**src/rtl/snd_bus_pkg.sv**
```systemverilog
// rtl/snd_bus_pkg.sv - shared types and address decode for the sound Z80 bus controller
package snd_bus_pkg;

  typedef enum logic [2:0] {
    R_NONE,
    R_ROM,
    R_RAM,
    R_LAT,
    R_YM,
    R_K7
  } region_t;

  typedef enum logic [1:0] {
    F_IDLE,
    F_REQ,
    F_HOLD
  } fetch_state_t;

  localparam logic [15:0] DEF_ROM_TOP  = 16'h7FFF;
  localparam logic [15:0] DEF_RAM_BASE = 16'h8000;
  localparam logic [15:0] DEF_LAT_BASE = 16'hA000;
  localparam logic [15:0] DEF_YM_BASE  = 16'hC000;
  localparam logic [15:0] DEF_K7_BASE  = 16'hB000;

  // Map an address to the device window it falls in; ROM takes priority.
  function automatic region_t decode_region(
    input logic [15:0] a,
    input logic [15:0] rom_top,
    input logic [15:0] ram_base,
    input logic [15:0] lat_base,
    input logic [15:0] ym_base,
    input logic [15:0] k7_base
  );
    region_t r;
    r = R_NONE;
    if (a <= rom_top)                      r = R_ROM;
    else if (a == lat_base)                r = R_LAT;
    else if (a[15:1] == ym_base[15:1])     r = R_YM;
    else if (a[15:4] == k7_base[15:4])     r = R_K7;
    else if (a[15:11] == ram_base[15:11])  r = R_RAM;
    return r;
  endfunction

endpackage

```
**src/rtl/z80_rom_fetch.sv**
```systemverilog
// rtl/z80_rom_fetch.sv - ROM fetch sequencer with WAIT_n generation
module z80_rom_fetch
  import snd_bus_pkg::*;
(
  input  logic        clk,
  input  logic        reset,
  input  logic        start,
  input  logic [14:0] addr,
  input  logic        z_nrd,
  input  logic        rom_ack,
  input  logic [7:0]  rom_data,
  output logic        rom_req,
  output logic [14:0] rom_addr,
  output logic        z_nwait,
  output logic [7:0]  rom_q
);

  fetch_state_t state, state_nx;
  logic         req_nx;
  logic         nwait_nx;
  logic [14:0]  addr_nx;
  logic [7:0]   q_nx;

  // State and registered outputs; reset drops any fetch in flight.
  always_ff @(posedge clk) begin
    if (reset) begin
      state    <= F_IDLE;
      rom_req  <= 1'b0;
      z_nwait  <= 1'b1;
      rom_addr <= '0;
      rom_q    <= 8'hFF;
    end else begin
      state    <= state_nx;
      rom_req  <= req_nx;
      z_nwait  <= nwait_nx;
      rom_addr <= addr_nx;
      rom_q    <= q_nx;
    end
  end

  // Next state: request on a new ROM read, release WAIT_n on ack, rearm when RD_n rises.
  always_comb begin
    state_nx = state;
    req_nx   = rom_req;
    nwait_nx = z_nwait;
    addr_nx  = rom_addr;
    q_nx     = rom_q;
    case (state)
      F_IDLE: begin
        if (start) begin
          addr_nx  = addr;
          req_nx   = 1'b1;
          nwait_nx = 1'b0;
          state_nx = F_REQ;
        end
      end
      F_REQ: begin
        if (rom_ack) begin
          q_nx     = rom_data;
          req_nx   = 1'b0;
          nwait_nx = 1'b1;
          state_nx = F_HOLD;
        end
      end
      F_HOLD: begin
        if (z_nrd) state_nx = F_IDLE;
      end
      default: begin
        state_nx = F_IDLE;
        req_nx   = 1'b0;
        nwait_nx = 1'b1;
      end
    endcase
  end

endmodule

```
**src/rtl/z80_snd_bus_ctrl.sv**
```systemverilog
// rtl/z80_snd_bus_ctrl.sv - sound Z80 decode, read mux, sound latch and INT_n
module z80_snd_bus_ctrl
  import snd_bus_pkg::*;
#(
  parameter logic [15:0] ROM_TOP  = DEF_ROM_TOP,
  parameter logic [15:0] RAM_BASE = DEF_RAM_BASE,
  parameter logic [15:0] LAT_BASE = DEF_LAT_BASE,
  parameter logic [15:0] YM_BASE  = DEF_YM_BASE,
  parameter logic [15:0] K7_BASE  = DEF_K7_BASE
)
(
  input  logic        clk,
  input  logic        reset,
  input  logic [15:0] z_addr,
  input  logic [7:0]  z_dout,
  input  logic        z_nmreq,
  input  logic        z_niorq,
  input  logic        z_nrd,
  input  logic        z_nwr,
  input  logic        z_nrfsh,
  output logic [7:0]  z_din,
  output logic        z_nwait,
  output logic        z_nint,
  output logic        rom_req,
  output logic [14:0] rom_addr,
  input  logic        rom_ack,
  input  logic [7:0]  rom_data,
  output logic        ram_cs,
  output logic        ram_we,
  input  logic [7:0]  ram_q,
  output logic        ym_cs,
  output logic        ym_we,
  input  logic [7:0]  ym_q,
  output logic        k7_cs,
  output logic        k7_we,
  input  logic [7:0]  k7_q,
  input  logic        lat_wr,
  input  logic [7:0]  lat_data
);

  logic       memrd, memwr, memrd_q, memrd_rise, io_rd, access;
  logic       rom_start, lat_clear;
  logic [7:0] latch, rom_q;
  logic       irq_pend;
  region_t    region;
  logic       unused_dout;

  // Peripherals take write data straight from the CPU bus.
  assign unused_dout = ^z_dout;

  assign memrd      = ~z_nmreq & z_nrfsh & ~z_nrd;
  assign memwr      = ~z_nmreq & z_nrfsh & ~z_nwr;
  assign io_rd      = ~z_niorq & ~z_nrd;
  assign access     = memrd | memwr;
  assign memrd_rise = memrd & ~memrd_q;
  assign region     = decode_region(z_addr, ROM_TOP, RAM_BASE, LAT_BASE, YM_BASE, K7_BASE);
  assign rom_start  = memrd_rise && (region == R_ROM);
  assign lat_clear  = memrd_rise && (region == R_LAT);

  // Previous read strobe, used to act once per read cycle.
  always_ff @(posedge clk) begin
    if (reset) memrd_q <= 1'b0;
    else       memrd_q <= memrd;
  end

  // Registered chip selects; ROM and latch windows have no select outputs.
  always_ff @(posedge clk) begin
    if (reset) begin
      ram_cs <= 1'b0; ram_we <= 1'b0;
      ym_cs  <= 1'b0; ym_we  <= 1'b0;
      k7_cs  <= 1'b0; k7_we  <= 1'b0;
    end else begin
      ram_cs <= access && (region == R_RAM);
      ram_we <= memwr  && (region == R_RAM);
      ym_cs  <= access && (region == R_YM);
      ym_we  <= memwr  && (region == R_YM);
      k7_cs  <= access && (region == R_K7);
      k7_we  <= memwr  && (region == R_K7);
    end
  end

  // Sound latch and pending interrupt; a 68k write beats a same-cycle clearing read.
  always_ff @(posedge clk) begin
    if (reset) begin
      latch    <= 8'h00;
      irq_pend <= 1'b0;
      z_nint   <= 1'b1;
    end else if (lat_wr) begin
      latch    <= lat_data;
      irq_pend <= 1'b1;
      z_nint   <= 1'b0;
    end else if (lat_clear) begin
      irq_pend <= 1'b0;
      z_nint   <= 1'b1;
    end
  end

  // Read data mux; latch is sampled only at the start of its read so a racing write is not seen.
  always_ff @(posedge clk) begin
    if (reset) begin
      z_din <= 8'hFF;
    end else if (memrd) begin
      case (region)
        R_ROM:   z_din <= rom_q;
        R_RAM:   z_din <= ram_q;
        R_YM:    z_din <= ym_q;
        R_K7:    z_din <= k7_q;
        R_LAT:   if (memrd_rise) z_din <= latch;
        default: z_din <= 8'hFF;
      endcase
    end else if (io_rd) begin
      z_din <= 8'hFF;
    end
  end

  z80_rom_fetch u_fetch (
    .clk      (clk),
    .reset    (reset),
    .start    (rom_start),
    .addr     (z_addr[14:0]),
    .z_nrd    (z_nrd),
    .rom_ack  (rom_ack),
    .rom_data (rom_data),
    .rom_req  (rom_req),
    .rom_addr (rom_addr),
    .z_nwait  (z_nwait),
    .rom_q    (rom_q)
  );

endmodule

```
**config.mk**
```make
export PLATFORM = sky130hd
export DESIGN_NAME = z80_snd_bus_ctrl
export DESIGN_NICKNAME = d
export VERILOG_FILES = /design/src/rtl/snd_bus_pkg.sv /design/src/rtl/z80_rom_fetch.sv /design/src/rtl/z80_snd_bus_ctrl.sv
export SDC_FILE = /design/constraint.sdc
export NUM_CORES = 1
export LEC_CHECK = 0
export CAP_MARGIN = 20
export CORE_ASPECT_RATIO = 0.75
export CORE_UTILIZATION = 48
export CTS_CLUSTER_SIZE = 14
export DETAILED_ROUTE_END_ITERATION = 10
export DONT_BUFFER_PORTS = 1
export GPL_ROUTABILITY_DRIVEN = 0
export HOLD_SLACK_MARGIN = 0.03
export PLACE_DENSITY = 0.59
export REMOVE_ABC_BUFFERS = 1
export SLEW_MARGIN = 10
export SYNTH_ARGS = -nofsm -noshare
export SYNTH_HDL_FRONTEND = slang
export SYNTH_SLANG_ARGS = --single-unit
```
**constraint.sdc**
```tcl
create_clock -name clk -period 2.3 [get_ports clk]
set_input_delay 0.46 -clock clk [delete_from_list [all_inputs] [get_ports clk]]
set_output_delay 0.46 -clock clk [all_outputs]
set_load 0.005 [all_outputs]
```
==> run summary, run 1 <==
The via count of the first global-routing pass came out at 1667. Walking the worst path, the cells encountered are nor4_1 > buf_4 > nand4_1 > o211ai_1 > o22a_1. The power per standard cell area came out at ~670 nW/um^2. The global-route usage over all layers is 0.2333. The endpoint of the worst-slack reg-to-reg timing path is u_fetch.rom_addr[9]$_SDFFE_PP0P_.

The number of max-slew violations in the final report came out at 0. By area, the combinational part of the netlist is dominated by simple AND/OR/NAND/NOR gates. The clock network fraction of design power is 0.335.

Detailed placement ended at an HPWL of 4019 microns. The proportion of netlist area held by the largest area contributor came out at 0.4736. The multi-input combinational cells in the finished layout cover a total of around 1000 sq um. For this block, the routed nets add up to between 5000 and 6000 microns of wire.

Counting instances in the post-synthesis netlist gives the leading cell types as 51 x dfxtp_1, 49 x nand2_1, 16 x nor2_1. Global routing finished with a remaining overflow of 0. The number of placement rows is 20. Clock tree synthesis selected as its root buffer the cell clkbuf_8.

Once layout is complete, the utilization of the core stands at 0.5458. The worst hold path begins at reset. The flop-to-flop setup slack came out at 0.54 ns. The via count normalized by instance count is 5.969. At the end of the flow, the number of nets in the layout was 309. The fraction of the mapped netlist area in compound gates is 0.2072. The run finished with clean final reports. The x dimension of the die is 79.39 microns. The depth of the most critical reg-to-reg path is 5. The most common cell in the synthesized netlist is dfxtp_1.

The adder and majority cell fraction of the synthesized area came out at 0. The overall die area is roughly 4800 sq um. The xor/xnor cell area share of the yosys netlist is 0. Of the total power, combinational logic draws 0.064. The minimum period implied by the final worst setup slack came out at between 1.5 and 2 ns. Of the total power, registers draw 0.601. The data arrival time of the critical path came out at 2.07 ns.

The final-layout setup total negative slack is 0 ns. The share of total power consumed by net switching came out at 0.2387. Counting every sink on the clock net gives 51. Static timing analysis puts the maximum clock frequency at 549.7 MHz. The sequential share of the synthesized area came out at 0.4736. The level count of the clock H-tree is 2. The headroom to the max-slew limit is 0.5799. The internal power of the cells totals 1.165 mW. The first detailed-routing pass ran for 4 iterations.

The critical path required time is 2.55 ns. The worst register-to-register path begins at memrd_q$_SDFF_PP0_. The post-detailed-route DRC marker count is 0. The count of different cell masters after synthesis is 38. The largest vdd supply drop is 424.9 uV. After technology mapping, the gate count stands at 236.

For this design the top-level I/O count stands at 105. The final period utilization is 0.7910. The clock latency on the worst-skew pair came out at 0.31 ns. The worst hold path endpoint is u_fetch.rom_addr[10]$_SDFFE_PP0P_. The worst hold path class is input port to flip-flop.

The worst setup path is launched from an input port. Once detail routing completed, the nets flagged for antenna violations numbered 0. The fraction of registers with async set or reset after synthesis came out at 0.

The yosys synthesis warning count is 0. The pin slew with the least headroom to its limit came out at 0.6274 ns. The ratio of cells with drive above 1 in the final layout is 0.1224. The hold buffer count at cts came out at 0.

For this run, the leading register cell type out of synthesis is dfxtp_1. Sorting the synthesized cells by area gives the leading types as dfxtp_1 47%, nand2_1 8.5%, a222oi_1 3.7%, mux2i_1 3.7%, a21oi_1 3.5%. Counting flops with a built-in enable in the synthesized netlist gives 0.

The antenna diode count is 0. The simple-gate share of the synthesized area came out at 0.2426. The layout filler cell count came out at ~400. The flip-flop and latch area came out at 1021 sq um. After floorplanning, the core was sized to cover ~4200 sq um. In this run the cell area of the synthesized design comes to 2156 sq um. Summing over every cut layer, the via total after detailed routing is between 1500 and 2000. Along the worst hold path, the cell count comes to 1. Setup repair after global routing left no endpoint under its margin. The multiplexer share of the synthesized area is 0.03714. The count of cells resized by post-cts repair is 0. The routed length per instance came out at 18.26 microns. On the final layout, the worst hold slack is 0.2127 ns. The post-CTS repair timing setup buffer count is 0.

The reported max-cap violation count came out at 0. After clock tree synthesis, the clock-pin slew on the worst setup and hold paths is 0.09 ns. The number of antenna violations at the first check in global routing came to 0.

The final-report hold violation count is 0. The delay of the slowest critical-path stage is approximately 0.6 ns. TritonCTS built the clock tree.

The static leakage power is 0.7903 nW. The number of buffers created by CTS is 5. The detailed router finished its first iteration with 87 violations. The signed area change from the synthesized netlist to the final layout is 5.804%. The worst setup path is of the input port to flip-flop kind. The library cell contributing the largest single delay on the critical path is o211ai_1. The die height came out at around 60 microns.

The maximum buffer depth of the clock tree came out at 2. The count of buffers inserted at the top-level ports came out at 0. dfxtp_1 takes more of the synthesized area than any other cell. Setup violations remaining at the end of the flow were counted as 0. The pin count of the biggest net entering global routing came out at 41. The peak fanout along the critical path is 8. The element type at the critical path end is a flip-flop. The wire length of the first global-routing pass came out at 8252 microns. The starting utilization of the core area is 0.5159. The analysis attributes to net switching a power of 0.3654 mW. The worst clock skew came out at 0.005129 ns.

The post-synthesis sequential element count came out at 51. The mean instance size in the synthesized netlist is 9.135 sq um.
-- through the flow --
step	cells	total power [mW]	instance area, sq um	setup slack (ns)
2_1_floorplan	223	1.012	2078	0.4174
3_3_place_gp	284	1.033	2192	0.2450
3_5_place_dp	284	1.038	2192	0.1875
4_1_cts	292	1.543	2281	0.5086
5_1_grt	292	1.601	2281	0.3606
6_report	292	1.531	2281	0.4808
-- power groups by stage --
stage	Sequential, mW	Combinational (mW)	Clock [mW]
after floorplan	0.936	0.0760	0
after global placement	0.940	0.0931	0
after detailed placement	0.941	0.0973	0
after CTS	0.920	0.0976	0.525
after global routing	0.923	0.110	0.568
final	0.920	0.0976	0.513
-- logic make-up (layout without fill, tap and decap cells) --
| group | Yosys count | in the layout |
|---|---|---|
| AND/OR/NAND/NOR | 100 | 100 |
| AO/OA/AOI/OAI | 62 | 62 |
| flip-flops | 51 | 51 |
| buffers and inverters | 15 | 16 |
| multiplexers | 8 | 8 |
-- layer usage --
| layer | vias up | share of wire | track usage |
|---|---|---|---|
| met5 | - | 0 | 0 |
| met4 | 0 | 0.0056 | 0.07013 |
| met3 | 4 | 0.090 | 0.08702 |
| met2 | 66 | 0.45 | 0.3682 |
| met1 | 827 | 0.46 | 0.2986 |
| li1 | 846 | - | - |
-- placed cells by master (no fill, tap or decap), types with 2 or more instances in the layout --
cell type	count
a21oi_2	8
clkbuf_8	5
o211ai_1	2
o21bai_1	3
dfxtp_1	51
nor2_1	16
nand2_1	49
nor3b_2	3
nand3b_1	8
mux2i_1	8
a21oi_1	15
nor3_1	4
buf_4	6
o21ai_0	8
a22oi_1	8
inv_1	2
clkinvlp_4	2
nand2b_1	4
a222oi_1	8
o22a_1	8
nor2b_1	4
-- layout make-up --
type | instances | area share
clock buffer | 5 | 0.03017
clock inverter | 3 | 0.008777
inverter | 2 | 0.003291
multi-input combinational | 170 | 0.4602
sequential | 51 | 0.4476
tap | 55 | 0.03017
timing repair buffer | 6 | 0.01975
-- worst max-delay path, delay by kind of cell --
kind,cells,cell delay [ns]
buffers and inverters,1,0.20
AO/OA/AOI/OAI,2,0.84
AND/OR/NAND/NOR,2,0.57
-- sequential cells by signal (all words and copies together) (netlist names) --
| signal | count |
|---|---|
| k7_cs | 1 |
| u_fetch.rom_q | 8 |
| ram_cs | 1 |
| z_nint | 1 |
| latch | 8 |
| ym_cs | 1 |
| u_fetch.rom_addr | 15 |
| z_din | 8 |
| memrd_q | 1 |
| u_fetch.state | 2 |
| ram_we | 1 |
| u_fetch.z_nwait | 1 |
| ym_we | 1 |
| u_fetch.rom_req | 1 |
| k7_we | 1 |
-- how the worst max path moves through the flow --
stage                       startpoint                          endpoint  slack, ns  depth (start not counted)
floorplan                    z_addr[7]             z_din[0]$_SDFFE_PP1P_       0.42                          4
finish                       z_addr[7]             z_din[2]$_SDFFE_PP1P_       0.48                          5
global route        memrd_q$_SDFF_PP0_  u_fetch.rom_addr[5]$_SDFFE_PP0P_       0.36                          5
CTS                          z_addr[7]             z_din[2]$_SDFFE_PP1P_       0.51                          5
detailed placement           z_addr[7]             z_din[2]$_SDFFE_PP1P_       0.19                          5
global placement             z_addr[7]             z_din[5]$_SDFFE_PP1P_       0.25                          5
(Power assumes the default switching activity.)
==> inputs of run 2 (changes only) <==
==> constraint.sdc (replaced) <==
create_clock -name clk -period 1.7 [get_ports clk]
set_input_delay 0.34 -clock clk [delete_from_list [all_inputs] [get_ports clk]]
set_output_delay 0.34 -clock clk [all_outputs]
set_load 0.005 [all_outputs]
==> run 2 against run 1 <==
  * Clock skew increased by 0.00064 ns
  * Sequential share of layout area decreased by 1.5 points
  * Setup slack got worse by 0.35 ns
  * Clock-buffer cell count increased by 1
  * Sequential power increased by 36%
  * Via count increased by 1.6%
  * Total power increased by 47%
  * Final area increased by 3.5%
  * Utilization increased by 1.9 points
  * Combinational power increased by 40%
  * Highest routed layer unchanged
==> run summary, run 2 (same netlist as run 1, synthesis figures left out) <==
The final period utilization is 0.9209. The worst path needs 1.566 ns of the cycle, external delays included. The layout filler cell count is approximately 390. The overall die area is 4766 sq um.

The worst pin sits at a relative slew slack of 0.6960. For this design, the slowest cell found on the critical path is or4b_4. The maximum buffer depth of the clock tree came out at 2. The pin count of the biggest net entering global routing is 41. The setup slack of the critical path after layout is 0.1345 ns.

Summed over all failing endpoints, the final setup total negative slack is 0 ns. The post-detailed-route DRC marker count is 0. The number of antenna violations at the first check in global routing came out at 0.

The placed wire-length estimate after detailed placement is 4027 microns. The level count of the clock H-tree is 2. The clock latency on the worst-skew pair came out at 0.30 ns. The run finished with clean final reports. Summing all multi-input logic gate instances after layout gives about 1000 sq um. The via count normalized by instance count is 5.963. The final-report hold violation count came out at 0. The worst clock skew came out at 0.005772 ns.

The total overflow left after global routing is 0. Setup repair after global routing left no endpoint under its margin. Hold timing on the final database bottoms out at a slack of 0.09513 ns. The worst hold path class is input port to flip-flop. The pre-antenna-repair detailed-routing pass consisted of 4 iterations.

The setup path with the least slack is of type flip-flop to flip-flop. The cell depth of the worst min-delay path came out at 1. The pin slew with the least headroom to its limit is 0.4560 ns. The ratio of cells with drive above 1 in the final layout came out at 0.1405. Summing internal, switching and leakage power gives 2.252 mW. Traced cell by cell, the critical path runs through or4b_4 > nor3_2 > nand2b_1 > buf_4 > nand2_1 > a21oi_2. The library cell used most frequently in the layout, excluding fill and tap cells, is dfxtp_1.

The number of placement rows came out at 20. The number of max-slew violations in the final report was 0. The number of cells on the worst reg-to-reg path is 6. The peak fanout along the critical path came out at 15.

CTS placed an instance of clkbuf_8 at the clock tree root. The final net count came out at ~310. The via count of the first global-routing pass came out at 1708. For this design the ratio of total power to cell area is 954.2 nW/um^2. In this run, post-CTS hold repair placed 0 buffers. The area inside the core boundary came out at 4179 sq um. The total routed wirelength came out at 5400 microns.

Port buffering added 0 buffers. The number of top-level design ports came out at 105. The flip-flop and latch area is between 1000 and 1500 sq um. The launching element type of the critical path is a flip-flop. The reported max-cap violation count came out at 0. In this run the vertical extent of the chip is 60.04 microns.

The largest vdd supply drop is 530.0 uV. Timing would allow up to roughly 640 MHz. The static leakage power came out at 0.8389 nW. In this design, the stage delay of the slowest critical-path cell is roughly 0.56 ns.

Relative to the synthesized area, the layout overhead comes to 9.460%. The data arrival time of the critical path is approximately 1.8 ns. In the layout the commonest cells are 51 x dfxtp_1, 49 x nand2_1, 16 x nor2_1. The x dimension of the die is 79.39 microns. The antenna diode count came out at 0. Clock tree synthesis found a total of 51 sinks.

The first global-routing pass estimated 8507 microns of wire. The number of routed nets with antenna violations came out at 0. The initial utilization of the core area, before any placement, comes to 0.5159. The global-route usage over all layers came out at 0.2366.

At the worst endpoint, the required time is 1.90 ns. The routed length per instance came out at roughly 18 microns. Clock tree synthesis inserted a total of 5 buffers. More flip-flops sit in one register than any other, and that register is u_fetch.rom_addr. TritonCTS built the clock tree. STA classifies the critical path endpoint as a flip-flop. The count of vias placed by the detailed router came out at 1771. The number of flip-flops under the largest register name is 15. The clock slew seen by the registers of the worst setup and hold paths came out at 0.09 ns. The pre-CTS worst setup slack is -0.2672 ns.

The DRC marker count from the first detailed-route iteration came out at 144. The final setup violation count came out at 0.
-- run 2: cell count changes in the layout (fill, tap and decap cells not counted), sizes merged --
cell and delta:
buf +5, clkinvlp -2, bufinv +1, clkbuf +1
-- run 2: layer usage --
layer | share of wire | track usage | wire length, microns | vias to the layer above
met5 | 0 | 0 | 0 | -
li1 | - | - | - | 856
met4 | 0.0081 | 0.06494 | 44 | 0
met2 | 0.44 | 0.3571 | 2360 | 76
met1 | 0.47 | 0.3237 | 2562 | 832
met3 | 0.080 | 0.07786 | 431 | 7
-- run 2: metrics by stage --
step | instances | cell area (sq um) | utilization
after global placement | 288 | 2235 | 0.5347
after detailed placement | 288 | 2235 | 0.5347
after CTS | 296 | 2352 | 0.5629
after global routing | 297 | 2360 | 0.5647
after floorplan | 223 | 2078 | -
final | 297 | 2360 | 0.5647
-- run 2: critical path: cells and delay by family (launching register included) --
family                 cells  cell delay, ns
buffers and inverters      1            0.19
AO/OA/AOI/OAI              1            0.06
AND/OR/NAND/NOR            4            0.89
flip-flops                 1            0.33
-- run 2: repair_timing --
item | in CTS | in global routing
setup endpoints to repair | 0 | 2
gates resized for setup | 0 | 0
buffers inserted | 0 | 1
-- run 2: cell type report --
type / instances / share of cell area
clock buffers: 6 / 0.03499
clock inverters: 2 / 0.01485
inverters: 2 / 0.003181
multi-input cells: 170 / 0.4449
flip-flops and latches: 51 / 0.4327
well taps: 55 / 0.02916
repair buffers: 11 / 0.04030
-- run 2: final timing paths --
kind	start	to	slack, ns
worst max-delay path	memrd_q$_SDFF_PP0_	u_fetch.rom_addr[12]$_SDFFE_PP0P_	0.13
worst min-delay path	reset	u_fetch.rom_addr[0]$_SDFFE_PP0P_	0.1
worst max register to register	memrd_q$_SDFF_PP0_	u_fetch.rom_addr[12]$_SDFFE_PP0P_	0.13
worst min register to register	u_fetch.rom_addr[7]$_SDFFE_PP0P_	u_fetch.rom_addr[7]$_SDFFE_PP0P_	0.47
-- run 2: report_power, final --
| group | internal (mW) | total, mW | switching [mW] |
|---|---|---|---|
| clock network | 0.477 | 0.870 | 0.393 |
| registers | 1.22 | 1.25 | 0.0213 |
| logic | 0.0698 | 0.137 | 0.0669 |
| total | 1.77 | 2.25 | 0.482 |
==> inputs of run 3 (changes only) <==
--- a/config.mk
+++ b/config.mk
@@ -7,13 +7,13 @@
 export LEC_CHECK = 0
 export CAP_MARGIN = 20
 export CORE_ASPECT_RATIO = 0.75
-export CORE_UTILIZATION = 48
+export CORE_UTILIZATION = 61
 export CTS_CLUSTER_SIZE = 14
 export DETAILED_ROUTE_END_ITERATION = 10
 export DONT_BUFFER_PORTS = 1
 export GPL_ROUTABILITY_DRIVEN = 0
-export HOLD_SLACK_MARGIN = 0.03
-export PLACE_DENSITY = 0.59
+export HOLD_SLACK_MARGIN = 0.06
+export PLACE_DENSITY = 0.73
 export REMOVE_ABC_BUFFERS = 1
 export SLEW_MARGIN = 10
 export SYNTH_ARGS = -nofsm -noshare
==> run 3 against run 2 <==
  * The run now ends with design-rule violations left
  * Hold slack about the same
  * Final area shrank 2.5%
  * Sequential share of layout area is 1.1 points higher
  * Cell count decreased by 4.7%
  * Register-to-register slack got worse by 0.02 ns
  * Critical path type unchanged
==> run summary, run 3 (same netlist as run 1, synthesis figures left out) <==
The beginning of the worst register-to-register path is memrd_q$_SDFF_PP0_. The pin slew with the least headroom to its limit came out at 0.4519 ns. The clock slew seen by the registers of the worst setup and hold paths came out at roughly 0.08 ns. Summed over all layers, the routed wires come to 5051 microns. Summed over all nets, the half-perimeter wirelength after detailed placement is 3755 microns. The critical path goes through or4b_4 > nor3_2 > nand2b_1 > buf_4 > nand2_1 > a21oi_2. The pre-antenna-repair detailed-routing pass consisted of 7 iterations. The overall die area is approximately 3800 sq um. The antenna diode count came out at 0. In this run the remaining antenna-violating nets after routing total 0. The global-route usage over all layers came out at 0.2696. The delay of the slowest critical-path stage came out at 0.56 ns. TritonCTS built the clock tree. STA classifies the critical path endpoint as a flip-flop. The minimum period implied by the final worst setup slack came out at 1.582 ns.

The data arrival time of the critical path came out at roughly 1.8 ns. The final setup violation count came out at 0. Setup repair after global routing left no endpoint under its margin.

The run finished, with violations left. The top cell types in the final layout, fill and taps aside, are 51 x dfxtp_1, 49 x nand2_1, 16 x nor2_1. The worst setup path is launched from a flip-flop. Across the VDD grid, the largest voltage drop is 612.7 uV.

The most flop-heavy register is u_fetch.rom_addr. Dividing the detail-routed via count by the number of cells gives 6.332. The ratio of cells with drive above 1 in the final layout is 0.1358. Among all stages on the critical path, the largest delay is contributed by or4b_4.

The count of buffers added on input and output ports is 0. The routed length per instance came out at between 15 and 20 microns. The post-detailed-route DRC marker count came out at 10. Fill cells in the final layout number 274. The pin count of the biggest net entering global routing is 41.

The area inside the core boundary is 3333 sq um. The number of antenna violations at the first check in global routing is 0. The number of max-slew violations in the final report is 0. The number of flip-flops under the largest register name came out at 15. The most common cell after layout, fill and taps aside is dfxtp_1. In this run the worst path has a maximum fanout of 15. The power per standard cell area is 881.3 nW/um^2. The final-layout setup total negative slack is 0 ns. The final-report hold violation count came out at 0.

In this run, the number of DRC markers left after iteration 0 of detailed routing was 182. The flip-flop and latch area is 1021 sq um. The pre-CTS worst setup slack came out at -0.2419 ns.

The wire length of the first global-routing pass came out at 7583 microns. The placed standard-cell area is around 2200 sq um. The final period utilization came out at 0.9308.

The critical path required time is 1.89 ns. In this run the worst hold path is classified as input port to flip-flop. The count of cells resized by post-cts repair came out at 0. The area occupied by multi-input gates is 1050 sq um.

The x dimension of the die came out at between 70 and 80 microns. The final reports fail on design-rule violations. The maximum buffer depth of the clock tree came out at 2. For the final database, setup skew stands at roughly 0.0045 ns.

At the end of the flow the core is filled with cells to 0.6899. Setup slack closes at 0.1177 ns. The final net count is 315.

The via count of the first global-routing pass came out at 1592. The start point of the worst min-delay path is reset. The number of sinks driven by the clock tree is 51. After floorplanning, the core was divided into 18 placement rows. The die height is 53.49 microns. The critical path launch point is memrd_q$_SDFF_PP0_. The initial utilization of the core area, before any placement, comes to 0.6468.

The tree is rooted in a clkbuf_8. Hold is met by 0.09522 ns. Global routing finished with a remaining overflow of 0. The count of vias placed by the detailed router is 1792. Clock tree synthesis inserted a total of 5 buffers.

Compared with the post-synthesis result, the final layout area differs by 6.675%. Pin placement for this block handled 105 I/O pins. By startpoint and endpoint, the worst setup path is classified as flip-flop to flip-flop. The final design instance area without fill is 2300 sq um. The reported max-cap violation count came out at 0. The level count of the clock H-tree is 2.

The clock latency on the worst-skew pair came out at around 0.30 ns. The headroom to the max-slew limit is 0.6948. The static leakage power came out at about 0.82 nW. Based on the critical path, the design can be clocked at up to 632.0 MHz.
run 3: path summary, 6_finish.rpt:
path                            cells past startpoint  slack [ns]                                end
worst max-delay path                                6        0.12  u_fetch.rom_addr[14]$_SDFFE_PP0P_
worst min-delay path                                1         0.1   u_fetch.rom_addr[8]$_SDFFE_PP0P_
worst max register to register                      6        0.12  u_fetch.rom_addr[14]$_SDFFE_PP0P_
worst min register to register                      2        0.47   u_fetch.rom_addr[2]$_SDFFE_PP0P_
run 3: what timing repair did:
| action | CTS | global route |
|---|---|---|
| endpoints found under the setup margin | 0 | 8 |
| setup buffers | 0 | 1 |
| hold buffers | 0 | 0 |
| hold endpoints to repair | 0 | 0 |
run 3: where the power goes:
group / switching [mW] / leakage, nW / internal, mW
clock network: 0.358 / 0.0422 / 0.289
logic: 0.0657 / 0.366 / 0.0689
registers: 0.0216 / 0.415 / 1.22
total: 0.445 / 0.822 / 1.58
run 3: cell type report:
type / instances / area share
Clock inverter: 1 / 0.002176
Tap cell: 40 / 0.02176
Timing Repair Buffer: 12 / 0.03917
Clock buffer: 7 / 0.03319
Inverter: 2 / 0.003264
Multi-Input combinational cell: 170 / 0.4565
Sequential cell: 51 / 0.4440
run 3: critical path: cells and delay by family (launching register included):
family | cells | cell delay, ns
AND/OR/NAND/NOR | 4 | 0.91
flip-flops | 1 | 0.33
buffers and inverters | 1 | 0.19
AO/OA/AOI/OAI | 1 | 0.06
run 3: per-layer routing:
metal  vias to the layer above  routed length, microns  global-route usage
li1                        861                       -                   -
met5                         -                       0                   0
met3                         5                     443             0.09524
met4                         0                      20             0.08667
met1                       857                    2358              0.3524
met2                        69                    2228              0.4191
run 3: per-stage QoR:
step,total power [mW],cells
after floorplan,1.369,223
after global placement,1.398,274
after detailed placement,1.406,274
after CTS,2.045,282
after global routing,2.118,283
final,2.027,283
